**src/rtl/ray_aabb_slab_reduce_pkg.sv**
```systemverilog
// Shared definitions for the ray/AABB slab reduction: FloPoCo exception codes,
// FSM states and the compare-step sequence.
package ray_aabb_slab_reduce_pkg;

  localparam int FP_W = 19;

  localparam logic [1:0] EXC_ZERO = 2'b00;
  localparam logic [1:0] EXC_NORM = 2'b01;
  localparam logic [1:0] EXC_INF  = 2'b10;
  localparam logic [1:0] EXC_NAN  = 2'b11;

  localparam logic [FP_W-1:0] FP_ZERO = '0;

  typedef enum logic [1:0] {
    ST_IDLE = 2'd0,
    ST_RUN  = 2'd1,
    ST_DONE = 2'd2
  } state_t;

  localparam logic [2:0] STEP_NEAR_Y = 3'd0;
  localparam logic [2:0] STEP_NEAR_Z = 3'd1;
  localparam logic [2:0] STEP_FAR_Y  = 3'd2;
  localparam logic [2:0] STEP_FAR_Z  = 3'd3;
  localparam logic [2:0] STEP_OK_A   = 3'd4;
  localparam logic [2:0] STEP_OK_B   = 3'd5;

  // Exception field 1x means inf or NaN; such inputs bypass the compare sequence.
  function automatic logic is_special(input logic [FP_W-1:0] v);
    return v[FP_W-1];
  endfunction

endpackage

```
**src/rtl/ray_aabb_slab_reduce_greater_or_equal.sv**
```systemverilog
// Pipelined FloPoCo float compare: ge = (x >= y), valid lat cycles after the
// operands settle. Zeros of either sign compare equal; NaN is not expected here.
module greater_or_equal
  import ray_aabb_slab_reduce_pkg::*;
#(
  parameter int width = 18,
  parameter int lat   = 3
) (
  input  logic           clk,
  input  logic           rst,
  input  logic [width:0] x,
  input  logic [width:0] y,
  output logic           ge
);

  logic [width:0] mag_x;
  logic [width:0] mag_y;
  logic           neg_x;
  logic           neg_y;
  logic           ge_now;
  logic [lat-1:0] pipe;

  // Magnitude key orders zero < normal < inf, then exponent, then fraction.
  assign mag_x = {x[width:width-1] == EXC_INF, x[width:width-1] != EXC_ZERO, x[width-3:0]};
  assign mag_y = {y[width:width-1] == EXC_INF, y[width:width-1] != EXC_ZERO, y[width-3:0]};
  assign neg_x = x[width-2] && (x[width:width-1] != EXC_ZERO);
  assign neg_y = y[width-2] && (y[width:width-1] != EXC_ZERO);

  always_comb begin
    if (neg_x != neg_y) ge_now = neg_y;
    else if (!neg_x)    ge_now = (mag_x >= mag_y);
    else                ge_now = (mag_x <= mag_y);
  end

  // NOTE: this is a tiny delay line, not a memory, so every stage is reset to a known value.
  always_ff @(posedge clk or posedge rst) begin
    if (rst) begin
      pipe <= '0;
    end else begin
      pipe[0] <= ge_now;
      for (int i = 1; i < lat; i++) pipe[i] <= pipe[i-1];
    end
  end

  assign ge = pipe[lat-1];

endmodule

```
**src/rtl/ray_aabb_slab_reduce.sv**
```systemverilog
// Reduces three slab intervals to t_enter = max(tnear), t_exit = min(tfar) and a
// hit flag, sequencing six compares through one shared greater_or_equal.
module ray_aabb_slab_reduce
  import ray_aabb_slab_reduce_pkg::*;
#(
  parameter int width   = 18,
  parameter int CMP_LAT = 3
) (
  input  logic           clk,
  input  logic           rst,
  input  logic           in_valid,
  output logic           in_ready,
  input  logic [width:0] tnear_x,
  input  logic [width:0] tnear_y,
  input  logic [width:0] tnear_z,
  input  logic [width:0] tfar_x,
  input  logic [width:0] tfar_y,
  input  logic [width:0] tfar_z,
  output logic           out_valid,
  input  logic           out_ready,
  output logic           hit,
  output logic           err,
  output logic [width:0] t_enter,
  output logic [width:0] t_exit
);

  localparam int               CNT_W    = $clog2(CMP_LAT + 1);
  localparam logic [CNT_W-1:0] CNT_LAST = CNT_W'(CMP_LAT);

  state_t         state;
  state_t         state_next;
  logic [2:0]     step;
  logic [CNT_W-1:0] cnt;
  logic [width:0] r_tnear_y, r_tnear_z, r_tfar_y, r_tfar_z;
  logic [width:0] near_max, far_min;
  logic           ok_a;
  logic [width:0] op_a, op_b;
  logic           ge;
  logic           accept;
  logic           any_special;
  logic           step_end;

  assign accept      = in_valid && in_ready;
  assign any_special = is_special(tnear_x) || is_special(tnear_y) || is_special(tnear_z) ||
                       is_special(tfar_x)  || is_special(tfar_y)  || is_special(tfar_z);
  assign step_end    = (cnt == CNT_LAST);

  // NOTE: state and datapath registers use non-blocking assignments so every flop samples pre-edge values.
  always_ff @(posedge clk or negedge rst) begin
    if (!rst) state <= ST_IDLE;
    else      state <= state_next;
  end

  // NOTE: each comb block assigns defaults first so no path can infer a latch.
  always_comb begin
    state_next = state;
    case (state)
      ST_IDLE: if (accept) state_next = any_special ? ST_DONE : ST_RUN;
      ST_RUN:  if (step_end && step == STEP_OK_B) state_next = ST_DONE;
      ST_DONE: if (out_ready) state_next = ST_IDLE;
      default: state_next = ST_IDLE;
    endcase
  end

  always_comb begin
    in_ready  = (state == ST_IDLE);
    out_valid = (state == ST_DONE);
  end

  // Operands depend only on registered state, so they hold for a whole step.
  always_comb begin
    op_a = far_min;
    op_b = FP_ZERO;
    case (step)
      STEP_NEAR_Y: begin op_a = r_tnear_y; op_b = near_max; end
      STEP_NEAR_Z: begin op_a = r_tnear_z; op_b = near_max; end
      STEP_FAR_Y:  begin op_a = r_tfar_y;  op_b = far_min;  end
      STEP_FAR_Z:  begin op_a = r_tfar_z;  op_b = far_min;  end
      STEP_OK_A:   begin op_a = far_min;   op_b = near_max; end
      default:     begin op_a = far_min;   op_b = FP_ZERO;  end
    endcase
  end

  greater_or_equal #(.width(width), .lat(CMP_LAT)) u_ge (
    .clk (clk),
    .rst (~rst),
    .x   (op_a),
    .y   (op_b),
    .ge  (ge)
  );

  always_ff @(posedge clk or negedge rst) begin
    if (!rst) begin
      step      <= '0;
      cnt       <= '0;
      r_tnear_y <= '0;
      r_tnear_z <= '0;
      r_tfar_y  <= '0;
      r_tfar_z  <= '0;
      near_max  <= '0;
      far_min   <= '0;
      ok_a      <= 1'b0;
      hit       <= 1'b0;
      err       <= 1'b0;
      t_enter   <= '0;
      t_exit    <= '0;
    end else begin
      case (state)
        ST_IDLE: begin
          if (accept) begin
            r_tnear_y <= tnear_y;
            r_tnear_z <= tnear_z;
            r_tfar_y  <= tfar_y;
            r_tfar_z  <= tfar_z;
            near_max  <= tnear_x;
            far_min   <= tfar_x;
            step      <= STEP_NEAR_Y;
            cnt       <= '0;
            if (any_special) begin
              err     <= 1'b1;
              hit     <= 1'b0;
              t_enter <= '0;
              t_exit  <= '0;
            end
          end
        end
        ST_RUN: begin
          if (!step_end) begin
            cnt <= cnt + 1'b1;
          end else begin
            cnt <= '0;
            case (step)
              STEP_NEAR_Y: if (ge)  near_max <= r_tnear_y;
              STEP_NEAR_Z: if (ge)  near_max <= r_tnear_z;
              STEP_FAR_Y:  if (!ge) far_min  <= r_tfar_y;
              STEP_FAR_Z:  if (!ge) far_min  <= r_tfar_z;
              STEP_OK_A:   ok_a <= ge;
              default: begin
                hit     <= ok_a && ge;
                err     <= 1'b0;
                t_enter <= near_max;
                t_exit  <= far_min;
              end
            endcase
            step <= (step == STEP_OK_B) ? STEP_NEAR_Y : step + 3'd1;
          end
        end
        default: ;
      endcase
    end
  end

endmodule

```
**config.mk**
```make
export PLATFORM = sky130hd
export DESIGN_NAME = ray_aabb_slab_reduce
export DESIGN_NICKNAME = d
export VERILOG_FILES = /design/src/rtl/ray_aabb_slab_reduce_pkg.sv /design/src/rtl/ray_aabb_slab_reduce_greater_or_equal.sv /design/src/rtl/ray_aabb_slab_reduce.sv
export SDC_FILE = /design/constraint.sdc
export NUM_CORES = 1
export LEC_CHECK = 0
export CAP_MARGIN = 20
export CORE_ASPECT_RATIO = 1.5
export CORE_MARGIN = 3
export CORE_UTILIZATION = 53
export DETAILED_ROUTE_END_ITERATION = 10
export DONT_BUFFER_PORTS = 1
export GPL_ROUTABILITY_DRIVEN = 0
export MAX_ROUTING_LAYER = met4
export PLACE_DENSITY = 0.74
export SLEW_MARGIN = 20
export SYNTH_ARGS = -nofsm -noshare
export SYNTH_HDL_FRONTEND = slang
export SYNTH_SLANG_ARGS = --single-unit
export TNS_END_PERCENT = 5
```
**constraint.sdc**
```tcl
create_clock -name clk -period 5 [get_ports clk]
set_input_delay 0.75 -clock clk [delete_from_list [all_inputs] [get_ports clk]]
set_output_delay 0.75 -clock clk [all_outputs]
set_load 0.005 [all_outputs]
```
---- Yosys cells after proc, flatten, opt, wreduce, memory -nomap -nowiden ----
Index checks and enable logic that the tools add are counted.
cells by class
  equal/unequal tests ..................... 23
  add/sub/neg operators ................... 2
  order comparisons ....................... 2
  multiplexer cells ....................... 46
  reduce and logical (&&, ||, !) cells .... 26
operator list
  operator              count
  $mux W19              14
  $pmux W19 S2          7
  $pmux W19 S4          1
  $ge A18 B18 Y1        1
  $le A18 B18 Y1        1
  $mux W2               6
  $reduce_and A6 Y1     2
  $mux W1               10
  $mux W3               3
  $ne A3 B2 Y1 const B  3
  $reduce_and A3 Y1     3
  $eq A2 B2 Y1 const B  4
  $eq A3 B2 Y1 const B  2
  $eq A3 B3 Y1 const B  2
  $ne A2 B1 Y1 const B  3
  $ne A2 B2 Y1 const B  3
  $ne A3 B3 Y1 const B  2
  $pmux W2 S3           1
  $pmux W3 S2           1
  $reduce_bool A2 Y1    3
  $logic_and A1 B1 Y1   5
  $logic_or A1 B1 Y1    5
  $reduce_and A5 Y1     1
  $reduce_or A5 Y1      1
  13 further kinds      15
storage, ports and cells
  output and inout bits ................... 42
  flip-flop bits (word level) ............. 165
  bits of input ports ..................... 118

---- Longest topological paths before layout ----
Gate-level depths: netlist of run 1.
  depth in word-level cells ............... 8
  depth in mapped cells ................... 16

---- Modules after synthesis ----
Synthesis of run 1 repeated with hierarchy kept, for this count alone.
second synthesis, totals
  cells, all modules ...................... 797
  area total of the unflattened synthesis .. 8615.8 µm²
by module, submodules not included
  module                cells an instance  seq. area each (µm²)  area an instance (µm²)  times used
  ray_aabb_slab_reduce  722                4053.9                8016.4                  1
  greater_or_equal      75                 75.1                  599.3                   1

---- Least setup slack after synthesis of run 1 ----
OpenSTA, ideal clock, no wires.
  path kind ............................... register -> register
  from .................................... register step[1]
  to ...................................... register u_ge.pipe[0]
  setup time .............................. 0.082 ns
  arrival ................................. 3.383 ns
  slack ................................... 1.536 ns
  stages on the path, launching flop included .. 16
  clock period less this slack ............ 3.464 ns
  required time ........................... 4.918 ns
  cell sequence ........................... dfrtp_1 -> buf_2 -> buf_1 -> buf_1 -> and2_1 -> ha_1 -> buf_2 -> buf_1 -> a221oi_1 -> o21ai_0 -> ha_1 -> nand4_1 -> nor4_1 -> a221oi_1 -> a21o_1 -> a31oi_1
between the ends
  longest elaborated chain between the ends .. 7
  elaborated cells between the ends (all ways) .. 20
RTL lines
  item                                                                          RTL line                                                                                  source
  start, declared                                                               ray_aabb_slab_reduce.sv:32                                                                logic [2:0] step;
  start signal, assigned                                                        ray_aabb_slab_reduce.sv:145                                                               step <= (step == STEP_OK_B) ? STEP_NEAR_Y : step + 3'd1;
  $eq A3 B1 Y1, or another cell as far along                                    ray_aabb_slab_reduce.sv:74                                                                case (step)
  $reduce_or A3 Y1 (no source line) / $reduce_or A2 Y1 (equally long branches)  -
  $pmux W19 S2                                                                  ray_aabb_slab_reduce.sv:74
  $eq A2 B2 Y1 / $reduce_bool A2 Y1 (equally long branches)                     ray_aabb_slab_reduce_greater_or_equal.sv:25, ray_aabb_slab_reduce_greater_or_equal.sv:27
  $ge A18 B18 Y1, or another cell as far along                                  ray_aabb_slab_reduce_greater_or_equal.sv:31                                               else if (!neg_x) ge_now = (mag_x >= mag_y);
  $mux W1 / $ne A1 B1 Y1 (equally long branches)                                ray_aabb_slab_reduce_greater_or_equal.sv:31, ray_aabb_slab_reduce_greater_or_equal.sv:30
  $mux W1 *                                                                     ray_aabb_slab_reduce_greater_or_equal.sv:30                                               if (neg_x != neg_y) ge_now = neg_y;
  named net u_ge.ge_now                                                         ray_aabb_slab_reduce_greater_or_equal.sv:20                                               logic ge_now;
  end signal, assigned                                                          ray_aabb_slab_reduce_greater_or_equal.sv:40                                               pipe[0] <= ge_now;
  end, declared                                                                 ray_aabb_slab_reduce_greater_or_equal.sv:21                                               logic [lat-1:0] pipe;
The timed path passes the listed nets; every way through them passes the cells marked *.
A chain may end at the register's enable or synchronous reset.

---- Worst setup path after layout of run 1 ----
  from .................................... register step[2]
  to ...................................... register u_ge.pipe[0]
Same word-level chain as after synthesis.

==> results.txt, run 1 <==
Pre-CTS setup slack = 1287 ps
Number of global-route vias before repair = 5811
Area leader, netlist = dfrtp_1
Clock Sinks = 165
Layout filler cell count = 1295
Final ANT Viol Nets = 0
Slew @ Worst Pin = 1062 ps
Synth cell types = 41
Largest vdd supply drop = 0.0002509 V
First-pass detailed-route iteration total = 5
Postcts setup bufs = 0
Num CTS Buffers = 17
TNS Setup = 0 ps
Sequential cell area = 4129 sq um
Hold_buf cts = 0
CP Capture Type = flip-flop
Die Y = 158.2 um
Fin. max-slew vios = 0
Syn. warnings = 0
IO buf count = 0
Share of the synthesized area in the top cell type = 50.47%
Combined area of the multi-input logic cells = 3806 sq um
Syn nets = 888
Clock skew = 12.84 ps
Die outline area = 16990 sq um
Relative slew slack = 29.23%
Syn avg cell area = 10.91 sq um
H-tree levels = 4
Tcrit/Tclk final = 76.92%
Area contributors post-synth = dfrtp_1 50%, mux2_2 11%, mux2i_1 6.6%, a22o_1 4.3%, ha_1 3.1%
Routed vias = 5844
Arrival time worst endpoint = 4190 ps
P per Cell Area = 420.8 nW/um^2
Clk Tree Root Cell = clkbuf_16
Synth Flop Type = dfrtp_1
Initial core utilization = 54.03%
First-pass GRT wire length = 32.16 mm
RSZ-0062 raised after global routing = false
Post-synth EDFFs = 0
FP Rows = 55
Hold Fails Final Rpt = 0
Commonest cells post-synth = 165 x dfrtp_1, 77 x mux2_2, 64 x nand2_1
Largest net degree at the start of global routing = 166
Placeable Area = 15140 sq um
Minimum clock period after layout = 3846 ps
Worst-Skew Late Latency = 430 ps
Most common cell in the netlist = dfrtp_1
CTS tree = yes
DR iter-0 viols = 423
Synthesis-stage register bit count = 165
Nets = 860
Post-CTS sizing = 0
Fraction of layout cells with a size suffix above 1 = 17.41%
Final setup viols = 0
Async set-reset flop share out of synthesis = 100.0%
Final worst setup slack = 1154 ps
Required time of the critical path = 5340 ps
Critical Path Start Type = flip-flop
Crit path max fanout = 39
Status = complete, no violations
Global-route usage over all layers = 25.24%
LEAKAGE = 0.003699 uW
WS Path Type = reg2reg
WL/cell = 21.88 um
Hold Crit Class = in2async
Register area share after synthesis = 50.47%
Num ports = 160
Vias per cell = 6.237
DPL Wire Length = 15.16 mm
Total Routed Length = 20.50 mm
Max Cap Viol = 0
Die X = 107.4 um
Syn Inst Count = 750
Initial antenna violation count = 3
Design Power = 3729 uW
Grt total ovfl = 0
F_max = 0.2600 GHz
Synth Cell Area = 8180 sq um
DRC Markers = 0
Area delta synth->final = 8.336%
R2R setup slack = 1150 ps
CTS clk-pin slew, worst paths = 60 ps
Clock Path Buffers = 2
[critical path, cell delays in order (launching register included)]
cell      delay (ps)
dfrtp_1          850
inv_1            240
ha_2             540
a21o_1           300
o41ai_2          300
nand2_1          110
ha_1             310
nand4_1          170
nor4_1           410
a221oi_1         160
a21o_1           200
a31oi_1          160
[power by group]
group	switching, uW	internal, uW	leakage [uW]
clock network	547	718	0.000267
registers	234	1560	0.00206
logic	325	343	0.00137
total	1100	2620	0.00370
[per-stage QoR]
stage / std cells / hold WS [ps] / util (%) / area, sq um
after floorplan: 750 / 331.2 / - / 8180
after global placement: 902 / 334.2 / 54.64 / 8273
after detailed placement: 902 / 343.4 / 54.64 / 8273
after CTS: 934 / 6.310 / 58.43 / 8846
after global routing: 937 / 2.530 / 58.54 / 8862
final: 937 / 12.50 / 58.54 / 8862
[state kept, by name, indices dropped and copies added (netlist names), 19 cells and up]
| signal | count |
|---|---|
| far_min | 19 |
| near_max | 19 |
| r_tfar_y | 19 |
| r_tfar_z | 19 |
| r_tnear_y | 19 |
| r_tnear_z | 19 |
| t_enter | 19 |
| t_exit | 19 |
[path summary, 6_finish.rpt]
path / startpoint / end / cells past startpoint
setup / recovery: step[2]$_DFFE_PN0P_ / u_ge.pipe[0]$_DFF_PN0_ / 11
hold / removal: rst / t_exit[5]$_DFFE_PN0P_ / 0
setup reg to reg: step[2]$_DFFE_PN0P_ / u_ge.pipe[0]$_DFF_PN0_ / 11
hold reg to reg: u_ge.pipe[0]$_DFF_PN0_ / u_ge.pipe[1]$_DFF_PN0_ / 0
max in group asynchronous: rst / ok_a$_DFFE_PN0P_ / 0
min in group clk: u_ge.pipe[0]$_DFF_PN0_ / u_ge.pipe[1]$_DFF_PN0_ / 0
[cells in the final DEF (no fill, tap or decap), types with 2 or more instances in the layout]
master        n
diode_2       3
buf_4         9
a222oi_1      2
a21o_1        8
a21oi_1      48
nand2b_1      5
nor4_1        2
nor4bb_1      4
o21ai_1      19
nand3_1       5
dfrtp_1     165
mux2_2       77
a221oi_1     18
nand4_1       6
a22oi_1      15
o41ai_2       2
a22o_1       40
mux2i_1      54
o21ai_0      46
clkbuf_16    17
nor2_1       60
nor3b_1       3
ha_1         19
nor3b_4       3
inv_6         5
nand2_1      64
inv_1         8
clkinvlp_4    5
clkbuf_8      2
nor2b_1       3
[cell type report]
class	instances	share of cell area, %
multi-input combinational	521	42.95
inverter	8	0.3388
clock inverter	12	1.313
timing repair buffer	9	0.7624
antenna	3	0.08471
tap	199	2.810
sequential	165	46.59
clock buffer	20	5.153
[metal layers]
layer	global-route usage [%]	share of wire, %	vias up
met5	-	0	-
met4	13.96	5.3	0
met3	5.018	6.1	73
met2	36.50	46	259
met1	33.53	43	2814
li1	-	-	2698
[cell families after synthesis]
kind of cell	count (synthesis)	synth area share (%)
buffers and inverters	64	3.350
muxes	131	17.21
and+or+nand+nor	163	9.147
AOI/OAI and AO/OA	207	16.76
adders and majority gates	20	3.059
DFF	165	50.47
(Power assumes the default switching activity.)
==> run 2: changes to the inputs <==
==> constraint.sdc (replaced) <==
create_clock -name clk -period 3.9 [get_ports clk]
set_input_delay 0.585 -clock clk [delete_from_list [all_inputs] [get_ports clk]]
set_output_delay 0.585 -clock clk [all_outputs]
set_load 0.005 [all_outputs]
==> run 2 against run 1 <==
Compared with the run above: the flow now finishes with violations (negative hold slack); maximum frequency grew 23%; flip-flop and latch count did not move; total power increased by 30%; wire length is 1.7% lower; sequential power up 28%; clock-buffer cell count unchanged; design area grew 0.73%; hold slack lost 160 ps; combinational power rose by 28%; global-route usage fell by 0.12 points; non-clock buffer count increased by 4; largest cell class unchanged; highest routed layer unchanged.
==> results.txt, run 2 (same netlist as run 1, synthesis figures left out) <==
Final ANT Viol Nets = 0 (unchanged)
Total Routed Length = 20.14 mm (-1.7%)
Die Y = 158.2 um (unchanged)
Final Util = 58.97% (+0.43 points)
Initial antenna violation count = 2 (-1)
CP Capture Type = flip-flop
Pre-CTS setup slack = 855.7 ps (-431.0 ps)
Die outline area = 16990 sq um (unchanged)
LEAKAGE = 0.003738 uW (+1.1%)
WHS = -144.9 ps (-157.4 ps)
Top Layer Used = met4
Sequential share of power = 47.6% (-0.6 points)
Post-CTS sizing = 0 (unchanged)
Final worst setup slack = 768.5 ps (-385.6 ps)
Grt total ovfl = 0 (unchanged)
Cell family with the largest share of critical-path delay = compound AO/OA/AOI/OAI gates
Switching power total = 1408 uW (+27%)
Dpl cell area = 8315 sq um (+0.51%)
First-pass GRT wire length = 32.15 mm (about the same)
Failing checks = negative hold slack
First-pass detailed-route iteration total = 5 (unchanged)
Post-Route M1 WL = 8.749 mm (-0.25%)
Nets = 864 (+0.47%)
Worst-Skew Late Latency = 420 ps (about the same)
Critical Path Start Type = flip-flop
Area delta synth->final = 9.131%
Num ports = 160 (unchanged)
FP Rows = 55 (unchanged)
Fin. max-slew vios = 0 (unchanged)
Minimum clock period after layout = 3132 ps (-714.4 ps)
Power share of the clock group = 34.7% (+0.8 points)
P per Cell Area = 542.4 nW/um^2 (+29%)
CTS clk-pin slew, worst paths = 70 ps (about the same)
TNS Setup = 0 ps (unchanged)
Final setup viols = 0 (unchanged)
Required time of the critical path = 4230 ps (-1110 ps)
Clk Tree Root Cell = clkbuf_16
Largest net degree at the start of global routing = 166 (unchanged)
Crit path largest cell delay = 450 ps (-400 ps)
Vias per cell = 6.163 (-1.2%)
F_max = 0.3193 GHz (+23%)
Placeable Area = 15140 sq um (unchanged)
DPL Wire Length = 15.04 mm (-0.78%)
R2R setup slack = 770 ps (-390 ps)
IO buf count = 0 (unchanged)
Initial core utilization = 54.03% (unchanged)
Num CTS Buffers = 17 (unchanged)
Status = finished with violations
Hold Fails Final Rpt = 165 (+165)
Die X = 107.4 um (unchanged)
DRC Markers = 0 (unchanged)
Commonest cells after routing, fill and taps aside = 165 x dfrtp_1, 77 x mux2_2, 64 x nand2_1, 60 x nor2_1, 54 x mux2i_1
Comb pwr share = 17.7% (-0.2 points)
Number of global-route vias before repair = 5862 (+0.88%)
H-tree levels = 4 (unchanged)
CTS tree = yes
Switching portion of total power = 29.08% (-0.54 points)
Relative slew slack = 36.45% (+7.2 points)
Arrival time worst endpoint = 3460 ps (-730 ps)
WP buf/inv = 1 (unchanged)
Commonest non-fill, non-tap cell in the layout = dfrtp_1
Fin area = 8927 sq um (+0.73%)
Design internal power = 3434 uW (+31%)
Fraction of layout cells with a size suffix above 1 = 17.86% (+0.45 points)
Global-route usage over all layers = 25.13% (-0.12 points)
Critical Path Most Common Cell = a21o_1
Clock Sinks = 165 (unchanged)
Clock skew = 9.904 ps (-2.932 ps)
WS Path Type = reg2reg
WL/cell = 21.43 um (-2.1%)
Max Cap Viol = 0 (unchanged)
DR iter-0 viols = 522 (+23%)
Met3 routed WL = 1.172 mm (-6.5%)
Largest vdd supply drop = 0.0003169 V (+26%)
Tcrit/Tclk final = 80.30% (+3.4 points)
CP max stage cell = nor4_1
Crit path cell chain = and2_1 -> ha_2 -> buf_12 -> a21o_1 -> o41ai_2 -> nor2b_1 -> ha_1 -> nand4_1 -> nor4_1 -> a221oi_1 -> a21o_1 -> a31oi_1
Crit path max fanout = 38 (-2.6%)
Routed vias = 5793 (-0.87%)
Metal2 WL = 9.272 mm (-1.2%)
Slew @ Worst Pin = 953.2 ps (-108.3 ps)
Hold Crit Class = in2async
Clock Path Buffers = 2 (unchanged)
RSZ-0062 raised after global routing = false
## run 2: cell types whose count changed in the layout (fill, tap and decap cells not counted), sizes merged
cell      delta
bufinv       +1
clkinvlp     -1
diode        -1
buf          +4
## run 2: repair_timing
action | 4_1_cts | 5_1_grt
endpoints found under the setup margin | 0 | 0
setup buffers | 0 | 0
hold endpoints to repair | 165 | 165
## run 2: power by group through the flow
stage | clock network (uW) | registers (uW) | logic [uW]
CTS | 1710 | 2300 | 851
global route | 1790 | 2350 | 963
global placement | 0 | 2310 | 798
detailed placement | 0 | 2330 | 845
finish | 1680 | 2310 | 855
floorplan | 0 | 2200 | 694
## run 2: final cells by class
cell class / instances / area (sq um)
timing repair buffer: 13 / 110.1
multi-input combinational: 521 / 3805
clock buffer: 20 / 456.7
fill: 1265 / 6212
inverter: 8 / 30.03
clock inverter: 12 / 142.6
tap: 199 / 249.0
antenna: 2 / 5.005
sequential: 165 / 4129
## run 2: metal layers
metal	GRT usage, %	up-vias
li1	-	2709
met4	11.79	0
met1	33.91	2810
met2	36.59	216
met3	5.222	58
met5	-	-
## run 2: path summary, 6_finish.rpt
path                       cells after the start                        to                    from
min                                            0    t_enter[5]$_DFFE_PN0P_                     rst
max in group asynchronous                      0   r_tfar_z[6]$_DFFE_PN0P_                     rst
min reg2reg                                    0    u_ge.pipe[1]$_DFF_PN0_  u_ge.pipe[0]$_DFF_PN0_
max                                           12    u_ge.pipe[0]$_DFF_PN0_     step[0]$_DFFE_PN0P_
min in group clk                               1  r_tnear_z[5]$_DFFE_PN0P_              tnear_z[5]
max reg2reg                                   12    u_ge.pipe[0]$_DFF_PN0_     step[0]$_DFFE_PN0P_
## run 2: per-stage QoR
step / hold slack (ps) / power [uW] / cells
floorplan: 289.4 / 2893 / 750
global placement: 293.7 / 3112 / 906
detailed placement: 293.0 / 3178 / 906
CTS: -157.9 / 4863 / 938
global route: -169.9 / 5103 / 940
finish: -144.9 / 4842 / 940
## run 2: worst register-to-register path, cell delays in order (launching register included)
cell,delay [ps]
dfrtp_1,380
and2_1,160
ha_2,200
buf_12,180
a21o_1,200
o41ai_2,310
nor2b_1,110
ha_1,320
nand4_1,170
nor4_1,450
a221oi_1,180
a21o_1,220
a31oi_1,170
==> run 3: changes to the inputs <==
==> constraint.sdc (replaced) <==
create_clock -name clk -period 2.9 [get_ports clk]
set_input_delay 0.435 -clock clk [delete_from_list [all_inputs] [get_ports clk]]
set_output_delay 0.435 -clock clk [all_outputs]
set_load 0.005 [all_outputs]
==> run 3 against run 2 <==
Compared with the run above: total power up 41%; the run ends with negative hold slack, negative setup slack left; maximum frequency up 6.7%; clock power up 46%; register-to-register slack worse by 800 ps.
==> results.txt, run 3 (same netlist as run 1, synthesis figures left out) <==
Status = finished with violations
Failing checks = negative hold slack, negative setup slack
Sequential share of power = 45.8% (-1.8 points)
Relative slew slack = 36.56% (+0.11 points)
Commonest non-fill, non-tap cell in the layout = dfrtp_1
Hold Crit Class = in2async
Fin area = 9336 sq um (+4.6%)
Largest net degree at the start of global routing = 166 (unchanged)
Num CTS Buffers = 17 (unchanged)
H-tree levels = 4 (unchanged)
DPL Wire Length = 15.41 mm (+2.5%)
Fin. max-slew vios = 0 (unchanged)
Largest vdd supply drop = 0.0005070 V (+60%)
DR iter-0 viols = 525 (+0.57%)
CTS clk-pin slew, worst paths = 60 ps (about the same)
Die outline area = 16990 sq um (unchanged)
Switching portion of total power = 28.45% (-0.64 points)
Die Y = 158.2 um (unchanged)
Cell family with the largest share of critical-path delay = simple AND/OR/NAND/NOR gates
Power share of the clock group = 36.1% (+1.4 points)
Dpl cell area = 8439 sq um (+1.5%)
Placeable Area = 15140 sq um (unchanged)
WS Path Type = reg2reg
Clock Sinks = 165 (unchanged)
Final setup viols = 1 (+1)
Hold Fails Final Rpt = 165 (unchanged)
Routed vias = 5874 (+1.4%)
Final worst setup slack = -35.83 ps (-804.3 ps)
F_max = 0.3406 GHz (+6.7%)
Slew @ Worst Pin = 951.5 ps (-1.666 ps)
Tcrit/Tclk final = 101.2% (+21 points)
DRC Markers = 0 (unchanged)
Total Routed Length = 21.04 mm (+4.5%)
Initial antenna violation count = 2 (unchanged)
Arrival time worst endpoint = 3280 ps (-180 ps)
Design internal power = 4871 uW (+42%)
Critical Path Most Common Cell = nand4_1
Clock Path Buffers = 2 (unchanged)
Switching power total = 1936 uW (+38%)
P per Cell Area = 729.1 nW/um^2 (+34%)
Worst R2R Path Depth = 10 (-2)
Dpl cells = 915 (+0.99%)
Commonest cells after routing, fill and taps aside = 165 x dfrtp_1, 77 x mux2_2, 64 x nand2_1, 60 x nor2_1, 54 x mux2i_1
WHS = -297.0 ps (-152.1 ps)
First-pass detailed-route iteration total = 5 (unchanged)
WP buf/inv = 1 (unchanged)
Crit path max fanout = 13 (-66%)
IO buf count = 0 (unchanged)
Die X = 107.4 um (unchanged)
Vias per cell = 6.106 (-0.92%)
Fraction of layout cells with a size suffix above 1 = 21.87% (+4.0 points)
Area delta synth->final = 14.13%
CTS tree = yes
Clk Tree Root Cell = clkbuf_16
RSZ-0062 raised after global routing = true
Global-route usage over all layers = 25.19% (+0.070 points)
Number of global-route vias before repair = 5818 (-0.75%)
CP max stage cell = nor4bb_1
Grt total ovfl = 0 (unchanged)
WL/cell = 21.87 um (+2.1%)
LEAKAGE = 0.003945 uW (+5.5%)
Final ANT Viol Nets = 0 (unchanged)
Max Cap Viol = 0 (unchanged)
FP Rows = 55 (unchanged)
First-pass GRT wire length = 31.93 mm (-0.67%)
CP Capture Type = flip-flop
Num ports = 160 (unchanged)
Worst-Skew Late Latency = 430 ps (about the same)
R2R setup slack = -40 ps (-800 ps)
Minimum clock period after layout = 2936 ps (-195.7 ps)
Nets = 884 (+2.3%)
Post-Layout Cell Count = 962 (+2.3%)
Required time of the critical path = 3250 ps (-980 ps)
Crit path cell chain = buf_4 -> nor4bb_1 -> o41ai_4 -> nor2b_1 -> ha_1 -> nand4_1 -> nor3_1 -> a222oi_1 -> nand4_1 -> a31oi_1
Clock skew = 13.53 ps (+3.630 ps)
Crit path largest cell delay = 500 ps (+50 ps)
Levels on crit path = 10 (-2)
Critical Path Start Type = flip-flop
Initial core utilization = 54.03% (unchanged)
Comb pwr share = 18.1% (+0.4 points)
[run 3: what timing repair did]
item	4_1_cts	5_1_grt
setup endpoints to repair	1	1
gates cloned	0	0
buffers inserted	0	11
hold endpoints to repair	165	165
gates resized for setup	1	25
pin swaps	0	21
[run 3: per-stage QoR]
| step | total power [uW] | setup slack, ps | util (%) | setup TNS (ps) |
|---|---|---|---|---|
| after floorplan | 3905 | -61.66 | - | -61.66 |
| after global placement | 4203 | 152.7 | 55.74 | 0 |
| after detailed placement | 4283 | -6.779 | 55.74 | -6.779 |
| after CTS | 6744 | 28.28 | 60.12 | 0 |
| after global routing | 7132 | -98.53 | 61.64 | -98.53 |
| final | 6807 | -35.83 | 61.67 | -35.83 |
[run 3: worst paths after layout]
| check | from | end |
|---|---|---|
| max | step[0]$_DFFE_PN0P_ | u_ge.pipe[0]$_DFF_PN0_ |
| min | rst | t_enter[5]$_DFFE_PN0P_ |
| max reg2reg | step[0]$_DFFE_PN0P_ | u_ge.pipe[0]$_DFF_PN0_ |
| min reg2reg | u_ge.pipe[0]$_DFF_PN0_ | u_ge.pipe[1]$_DFF_PN0_ |
| max in group asynchronous | rst | r_tnear_y[6]$_DFFE_PN0P_ |
| min in group clk | tfar_z[18] | r_tfar_z[18]$_DFFE_PN0P_ |
[run 3: cell type report]
class                   instances  area (sq um)
diodes                          4         10.01
clock buffers                  22         484.2
clock inverters                10         167.7
fillers                      1217          5803
inverters                       8         30.03
multi-input cells             521          3963
flip-flops and latches        165          4129
well taps                     199         249.0
repair buffers                 33         304.0
[run 3: power by group through the flow]
stage | logic (uW) | clock network, uW | registers, uW
2_1_floorplan | 943 | 0 | 2960
3_3_place_gp | 1090 | 0 | 3110
3_5_place_dp | 1150 | 0 | 3140
4_1_cts | 1160 | 2490 | 3090
5_1_grt | 1370 | 2590 | 3170
6_report | 1230 | 2460 | 3120
[run 3: worst reg2reg max path, cell delays in order (launching register included)]
cell and delay, ps:
dfrtp_1 420, buf_4 210, nor4bb_1 500, o41ai_4 170, nor2b_1 160, ha_1 340, nand4_1 180, nor3_1 80
a222oi_1 440, nand4_1 150, a31oi_1 190
[run 3: routing by layer]
layer	routed length, um	track usage [%]	vias to the layer above	share of wire (%)
met2	9871	37.48	230	47
met5	0	-	-	0
li1	-	-	2739	-
met3	1460	6.242	58	6.9
met1	8726	32.70	2847	41
met4	983	11.67	0	4.7
